## config.mk

```make
export PLATFORM = sky130hd
export DESIGN_NAME = lift_scan_controller
export DESIGN_NICKNAME = d
export VERILOG_FILES = /design/src/rtl/lift_pkg.sv /design/src/rtl/lift_call_scan.sv /design/src/rtl/lift_scan_controller.sv
export SDC_FILE = /design/constraint.sdc
export NUM_CORES = 1
export LEC_CHECK = 0
export CAP_MARGIN = 20
export CORE_UTILIZATION = 40
export CTS_BUF_LIST = sky130_fd_sc_hd__clkbuf_16
export DETAILED_ROUTE_END_ITERATION = 10
export GPL_ROUTABILITY_DRIVEN = 0
export PLACE_DENSITY = 0.63
export SYNTH_ARGS = -nofsm -noshare
export SYNTH_HDL_FRONTEND = slang
export SYNTH_HIERARCHICAL = 1
export SYNTH_SLANG_ARGS = --single-unit
export TNS_END_PERCENT = 1
```

## constraint.sdc

```tcl
create_clock -name clk -period 4.1 [get_ports clk]
set_clock_uncertainty 0.2 [all_clocks]
set_input_delay 0.41 -clock clk [delete_from_list [all_inputs] [get_ports clk]]
set_output_delay 0.41 -clock clk [all_outputs]
set_load 0.005 [all_outputs]
```

## src/rtl/lift_pkg.sv

```systemverilog
// Shared types for the lift scan controller: FSM states and direction encodings.
package lift_pkg;

    typedef enum logic [1:0] {
        IDLE      = 2'd0,
        MOVE_UP   = 2'd1,
        MOVE_DOWN = 2'd2,
        DOOR      = 2'd3
    } state_t;

    localparam logic [1:0] DIR_NONE = 2'b00;
    localparam logic [1:0] DIR_UP   = 2'b01;
    localparam logic [1:0] DIR_DOWN = 2'b10;

    function automatic logic [1:0] dir_code(input logic up);
        return up ? DIR_UP : DIR_DOWN;
    endfunction

endpackage

```

## src/rtl/lift_call_scan.sv

```systemverilog
// Combinational scan of the call bitmap relative to a floor: calls above, below,
// at the floor, and ahead in the preferred direction.
module lift_call_scan #(
    parameter int N_FLOORS = 8,
    parameter int FLOOR_W  = 3
) (
    input  logic [N_FLOORS-1:0] pending,
    input  logic [FLOOR_W-1:0]  current_floor,
    input  logic                dir_pref,
    output logic                above,
    output logic                below,
    output logic                here,
    output logic                pref_ahead
);

    always_comb begin
        above = 1'b0;
        below = 1'b0;
        here  = 1'b0;
        for (int i = 0; i < N_FLOORS; i++) begin
            if (i > int'(current_floor))       above = above | pending[i];
            else if (i < int'(current_floor))  below = below | pending[i];
            else                               here  = pending[i];
        end
        pref_ahead = dir_pref ? above : below;
    end

endmodule

```

## src/rtl/lift_scan_controller.sv

```systemverilog
// Single-car SCAN/collective lift controller for an N-floor shaft with travel and
// door timing and idle return to a home floor.
module lift_scan_controller
    import lift_pkg::*;
#(
    parameter int N_FLOORS     = 8,
    parameter int MOVE_CYCLES  = 4,
    parameter int DOOR_CYCLES  = 3,
    parameter int IDLE_TIMEOUT = 5,
    parameter int HOME_FLOOR   = 0,
    localparam int FLOOR_W     = (N_FLOORS > 1) ? $clog2(N_FLOORS) : 1
) (
    input  logic                clk,
    input  logic                rst_n,
    input  logic [N_FLOORS-1:0] call_req,
    output logic [N_FLOORS-1:0] pending,
    output logic [FLOOR_W-1:0]  current_floor,
    output logic [1:0]          direction,
    output logic                moving,
    output logic                door_open,
    output logic                arrived,
    output logic                homing
);

    localparam int MW = $clog2(MOVE_CYCLES + 1);
    localparam int DW = $clog2(DOOR_CYCLES + 1);
    localparam int IW = $clog2(IDLE_TIMEOUT + 1);

    state_t                state_q, state_d;
    logic [FLOOR_W-1:0]    floor_q, floor_d, nf;
    logic [N_FLOORS-1:0]   pending_q, pending_d, latch_v, pend_nxt, call_mask;
    logic [1:0]            direction_q, direction_d;
    logic                  moving_q, moving_d, door_q, door_d, arrived_q, arrived_d;
    logic                  homing_q, homing_d, dir_pref_q, dir_pref_d;
    logic [MW-1:0]         move_cnt_q, move_cnt_d;
    logic [DW-1:0]         door_cnt_q, door_cnt_d;
    logic [IW-1:0]         idle_cnt_q, idle_cnt_d;
    logic                  above, below, here, pref_ahead;
    logic                  above_n, below_n, here_n, pref_ahead_n;
    logic                  go_pref, any_call;

    // Scan at the current floor drives IDLE/DOOR decisions; scan at the next
    // floor (with this cycle's calls merged in) drives the arrival decision.
    lift_call_scan #(.N_FLOORS(N_FLOORS), .FLOOR_W(FLOOR_W)) u_scan_cur (
        .pending(pending_q), .current_floor(floor_q), .dir_pref(dir_pref_q),
        .above(above), .below(below), .here(here), .pref_ahead(pref_ahead)
    );

    lift_call_scan #(.N_FLOORS(N_FLOORS), .FLOOR_W(FLOOR_W)) u_scan_nxt (
        .pending(pend_nxt), .current_floor(nf), .dir_pref(dir_pref_q),
        .above(above_n), .below(below_n), .here(here_n), .pref_ahead(pref_ahead_n)
    );

    always_comb begin
        call_mask = '1;
        if (state_q == IDLE || state_q == DOOR) call_mask[floor_q] = 1'b0;
        latch_v  = call_req & call_mask;
        pend_nxt = pending_q | latch_v;
        nf       = (state_q == MOVE_DOWN) ? floor_q - FLOOR_W'(1) : floor_q + FLOOR_W'(1);
    end

    always_comb begin
        state_d     = state_q;
        floor_d     = floor_q;
        pending_d   = pend_nxt;
        dir_pref_d  = dir_pref_q;
        homing_d    = homing_q;
        move_cnt_d  = move_cnt_q;
        door_cnt_d  = door_cnt_q;
        idle_cnt_d  = '0;
        arrived_d   = 1'b0;
        direction_d = DIR_NONE;
        go_pref     = 1'b0;
        any_call    = 1'b0;

        if (homing_q && (|latch_v)) homing_d = 1'b0;

        case (state_q)
            IDLE: begin
                if (call_req[floor_q] || here) begin
                    pending_d[floor_q] = 1'b0;
                    state_d    = DOOR;
                    door_cnt_d = DW'(DOOR_CYCLES);
                end else if (above && (dir_pref_q || !below)) begin
                    state_d    = MOVE_UP;
                    dir_pref_d = 1'b1;
                    move_cnt_d = MW'(MOVE_CYCLES);
                end else if (below) begin
                    state_d    = MOVE_DOWN;
                    dir_pref_d = 1'b0;
                    move_cnt_d = MW'(MOVE_CYCLES);
                end else if (!(|call_req)) begin
                    idle_cnt_d = (idle_cnt_q == IW'(IDLE_TIMEOUT)) ? idle_cnt_q
                                                                  : idle_cnt_q + IW'(1);
                    if (idle_cnt_d == IW'(IDLE_TIMEOUT) && floor_q != FLOOR_W'(HOME_FLOOR)) begin
                        idle_cnt_d = '0;
                        homing_d   = 1'b1;
                        move_cnt_d = MW'(MOVE_CYCLES);
                        dir_pref_d = (floor_q < FLOOR_W'(HOME_FLOOR));
                        state_d    = (floor_q < FLOOR_W'(HOME_FLOOR)) ? MOVE_UP : MOVE_DOWN;
                    end
                end
            end
            MOVE_UP, MOVE_DOWN: begin
                if (move_cnt_q == MW'(1)) begin
                    floor_d   = nf;
                    arrived_d = 1'b1;
                    if (here_n) begin
                        pending_d[nf] = 1'b0;
                        state_d       = DOOR;
                        door_cnt_d    = DW'(DOOR_CYCLES);
                        homing_d      = 1'b0;
                    end else if (pref_ahead_n || (homing_d && nf != FLOOR_W'(HOME_FLOOR))) begin
                        move_cnt_d = MW'(MOVE_CYCLES);
                    end else begin
                        state_d  = IDLE;
                        homing_d = 1'b0;
                    end
                end else begin
                    move_cnt_d = move_cnt_q - MW'(1);
                end
            end
            default: begin
                // DOOR: a fresh call at this floor keeps the door open a full dwell
                if (call_req[floor_q]) begin
                    door_cnt_d = DW'(DOOR_CYCLES);
                end else if (door_cnt_q == DW'(1)) begin
                    if (pref_ahead) begin
                        state_d    = dir_pref_q ? MOVE_UP : MOVE_DOWN;
                        move_cnt_d = MW'(MOVE_CYCLES);
                    end else if (above) begin
                        state_d    = MOVE_UP;
                        dir_pref_d = 1'b1;
                        move_cnt_d = MW'(MOVE_CYCLES);
                    end else if (below) begin
                        state_d    = MOVE_DOWN;
                        dir_pref_d = 1'b0;
                        move_cnt_d = MW'(MOVE_CYCLES);
                    end else begin
                        state_d = IDLE;
                    end
                end else begin
                    door_cnt_d = door_cnt_q - DW'(1);
                end
            end
        endcase

        // In DOOR the direction shows where the car will head next, if anywhere
        if (state_q == MOVE_UP || state_q == MOVE_DOWN) begin
            go_pref  = pref_ahead_n;
            any_call = above_n | below_n;
        end else begin
            go_pref  = pref_ahead;
            any_call = above | below;
        end
        case (state_d)
            MOVE_UP:   direction_d = DIR_UP;
            MOVE_DOWN: direction_d = DIR_DOWN;
            DOOR:      direction_d = go_pref  ? dir_code(dir_pref_d)  :
                                     any_call ? dir_code(!dir_pref_d) : DIR_NONE;
            default:   direction_d = DIR_NONE;
        endcase

        moving_d = (state_d == MOVE_UP) || (state_d == MOVE_DOWN);
        door_d   = (state_d == DOOR);
    end

    always_ff @(posedge clk or negedge rst_n) begin
        if (!rst_n) begin
            state_q     <= IDLE;
            floor_q     <= '0;
            pending_q   <= '0;
            direction_q <= DIR_NONE;
            moving_q    <= 1'b0;
            door_q      <= 1'b0;
            arrived_q   <= 1'b0;
            homing_q    <= 1'b0;
            dir_pref_q  <= 1'b1;
            move_cnt_q  <= '0;
            door_cnt_q  <= '0;
            idle_cnt_q  <= '0;
        end else begin
            state_q     <= state_d;
            floor_q     <= floor_d;
            pending_q   <= pending_d;
            direction_q <= direction_d;
            moving_q    <= moving_d;
            door_q      <= door_d;
            arrived_q   <= arrived_d;
            homing_q    <= homing_d;
            dir_pref_q  <= dir_pref_d;
            move_cnt_q  <= move_cnt_d;
            door_cnt_q  <= door_cnt_d;
            idle_cnt_q  <= idle_cnt_d;
        end
    end

    assign pending       = pending_q;
    assign current_floor = floor_q;
    assign direction     = direction_q;
    assign moving        = moving_q;
    assign door_open     = door_q;
    assign arrived       = arrived_q;
    assign homing        = homing_q;

endmodule

```

==> flow_summary.toml <==
[critical_path]
r2r-end = "direction[0]"
crit_arrival_ns = 3.98
r2r_slack_ns = 0.11
critPathMaxFanout = 9
r2r-start = "current_floor[0]"
critPathCaptureType = "flop"
crit_type = "flop to flop"
worstRegToRegCells = 16
cp-start-kind = "flop"
required_ns = 4.10

[final_layout]
layout_commonest_cell = "buf_4"
final_cell_area_mm2 = 0.00350
nNetsFinal = 389
antenna_cells = 0
drive_above_1_share_pct = 26.6
layout_common_cells = "45 x buf_4, 31 x nand2_1, 26 x clkdlybuf4s50_1"
area_delta_synth_final_pct = 34.8

[routing]
dr.pass1.iters = 5
drc_errors = 0
first_iter_violations = 263
finalWirelength_mm = 8.07
wl_per_cell_um = 18.3
antenna_left = 0
vias = 2644
viasPerCell = 5.98

[floorplanning]
start_util_pct = 41.2
die-area_mm2 = 0.00683
rows = 29
die_h_um = 82.6
ioPinCount = 27
fp.dieW_um = 82.6
core_mm2 = 0.00631

[logic_synthesis]
syn_inst = 306
ys_types = 63
synth-main-ff-cell = "dfrtp_1"
netlist_area_mm2 = 0.00260
avgSynthCellArea_um2 = 8.50
synth_enable_flop_cells = 0
ys_seq_elements = 28
synthArstFlopShare_pct = 100
ys_seq_area_share_pct = 27.0
postSynthNetCount = 329
ys_warn_count = 6

[sta]
worst_pin_slew_ns = 0.714
setup_viol = 0
hold_viol_final = 0
relSlewSlack_pct = 52.2
rsz0062_at_grt = "yes"
tns_ns = 0
final_max_slew_viol_count = 0
fin_crit_sh_pct = 97.2
fin_crit_ns = 3.99
max_freq_mhz = 251

[cts]
ctsHoldBuffers = 0
cts-htree-levels = 1
cts_max_path_buffers = 2
clock-sinks = 28
cts_tree = "built"
cts_root_buffer = "clkbuf_16"
clock_latency_ns = 0.27
clk_pin_slew_ns = 0.07
cts_buffers = 3

[placement]
placed_cell_area_mm2 = 0.00315
portBuffers = 26
hpwl_mm = 5.60

[global_routing]
grt_overflow = 0
gr-usage-all-layers_pct = 23.2
grt_pass1_wl_mm = 11.9
grt_pass1_vias = 2409
antenna_found_initial = 0
grt_max_degree = 29

[status]
status = "finished clean"

[hold_path]
hold_path.class = "primary input to asynchronous set/reset pin"

[flow_run]
cap_violations = 0
critical path, cell delays in order, from the launching register on:
cell and delay [ns]:
dfrtp_2 0.44, buf_4 0.16, buf_4 0.15, buf_4 0.16, o21bai_1 0.15, a21oi_1 0.14
o2bb2ai_1 0.09, a31oi_1 0.61, mux2i_1 0.40, o21ai_0 0.18, nand3_1 0.12, o21ai_0 0.11
nor3_2 0.33, ha_4 0.22, o21ai_4 0.06, mux2_2 0.26, mux2i_1 0.13
metal layers:
metal / part of all wire, % / vias up / track usage (%)
met5: 0 / - / 0
met3: 6.2 / 18 / 1.87
met2: 49 / 136 / 40.0
met4: 1.8 / 0 / 6.55
li1: - / 1245 / -
met1: 43 / 1245 / 31.0
flip-flops by register name, indices dropped and copies added (netlist names), 2 cells and up:
name	flops
idle_cnt_q	3
door_cnt_q	2
pending	8
current_floor	3
move_cnt_q	3
state_q	2
direction	2
logic make-up after synthesis:
group	Yosys count	synth area share (%)
adders and majority gates	13	6.54
and+or+nand+nor	103	20.6
AOI/OAI and AO/OA	98	26.4
DFF	28	27.0
muxes	18	10.4
buffers and inverters	41	7.31
xor gates and xnor gates	5	1.68
synthesized netlist by cell type, types with 5 or more instances:
library cell / count / area (um^2)
nor2b_1: 7 / 43.8
nor3_1: 8 / 40.0
a211oi_1: 5 / 37.5
o32ai_1: 6 / 52.6
nor4_1: 5 / 31.3
a21o_1: 5 / 37.5
o21ai_0: 12 / 60.1
nor2_1: 20 / 75.1
inv_1: 23 / 86.3
mux2_2: 6 / 67.6
a21boi_0: 10 / 75.1
a21oi_1: 20 / 100
a31oi_1: 7 / 43.8
nand3_1: 6 / 30.0
buf_2: 8 / 40.0
nor3b_1: 5 / 37.5
ha_1: 12 / 150
dfrtp_1: 27 / 676
mux2i_1: 6 / 60.1
nand2_1: 32 / 120
clkbuf_1: 6 / 22.5
o22ai_1: 6 / 37.5
layout make-up:
class / instances / area [um^2]
Inverter: 23 / 86.3
Sequential cell: 28 / 704
Timing Repair Buffer: 73 / 621
Clock inverter: 1 / 30.0
Multi-Input combinational cell: 237 / 1890
Tap cell: 77 / 96.3
Clock buffer: 3 / 75.1
Fill cell: 553 / 2810
what timing repair did:
action	in CTS	in global routing
pin swaps	12	13
hold endpoints to repair	0	0
setup endpoints to repair	2	3
resized for setup	17	18
setup buffers	6	6
worst max path at each step:
stage                          start      endpoint  slack, ns  cells after the start
finish              current_floor[0]  direction[0]       0.11                     16
global route              state_q[0]  direction[0]      -0.05                     20
CTS                       state_q[0]  direction[1]      -0.05                     18
detailed placement        state_q[1]  direction[1]      -0.05                     20
global placement    current_floor[0]  direction[0]      -0.01                     19
floorplan                 state_q[0]  direction[1]       0.01                     21
stage by stage:
stage	std cells	setup WS [ns]	utilization (%)	hold slack [ns]
CTS	437	-0.0516	53.2	0.333
global route	442	-0.0478	55.5	0.368
finish	442	0.114	55.5	0.327
detailed placement	427	-0.0470	49.8	0.312
global placement	427	-0.0126	49.8	0.300
floorplan	306	0.0118	-	-0.0856
Power is left out: the tool's default activity adds up to more than one toggle a clock period on the data nets, which glitch-free logic cannot reach.
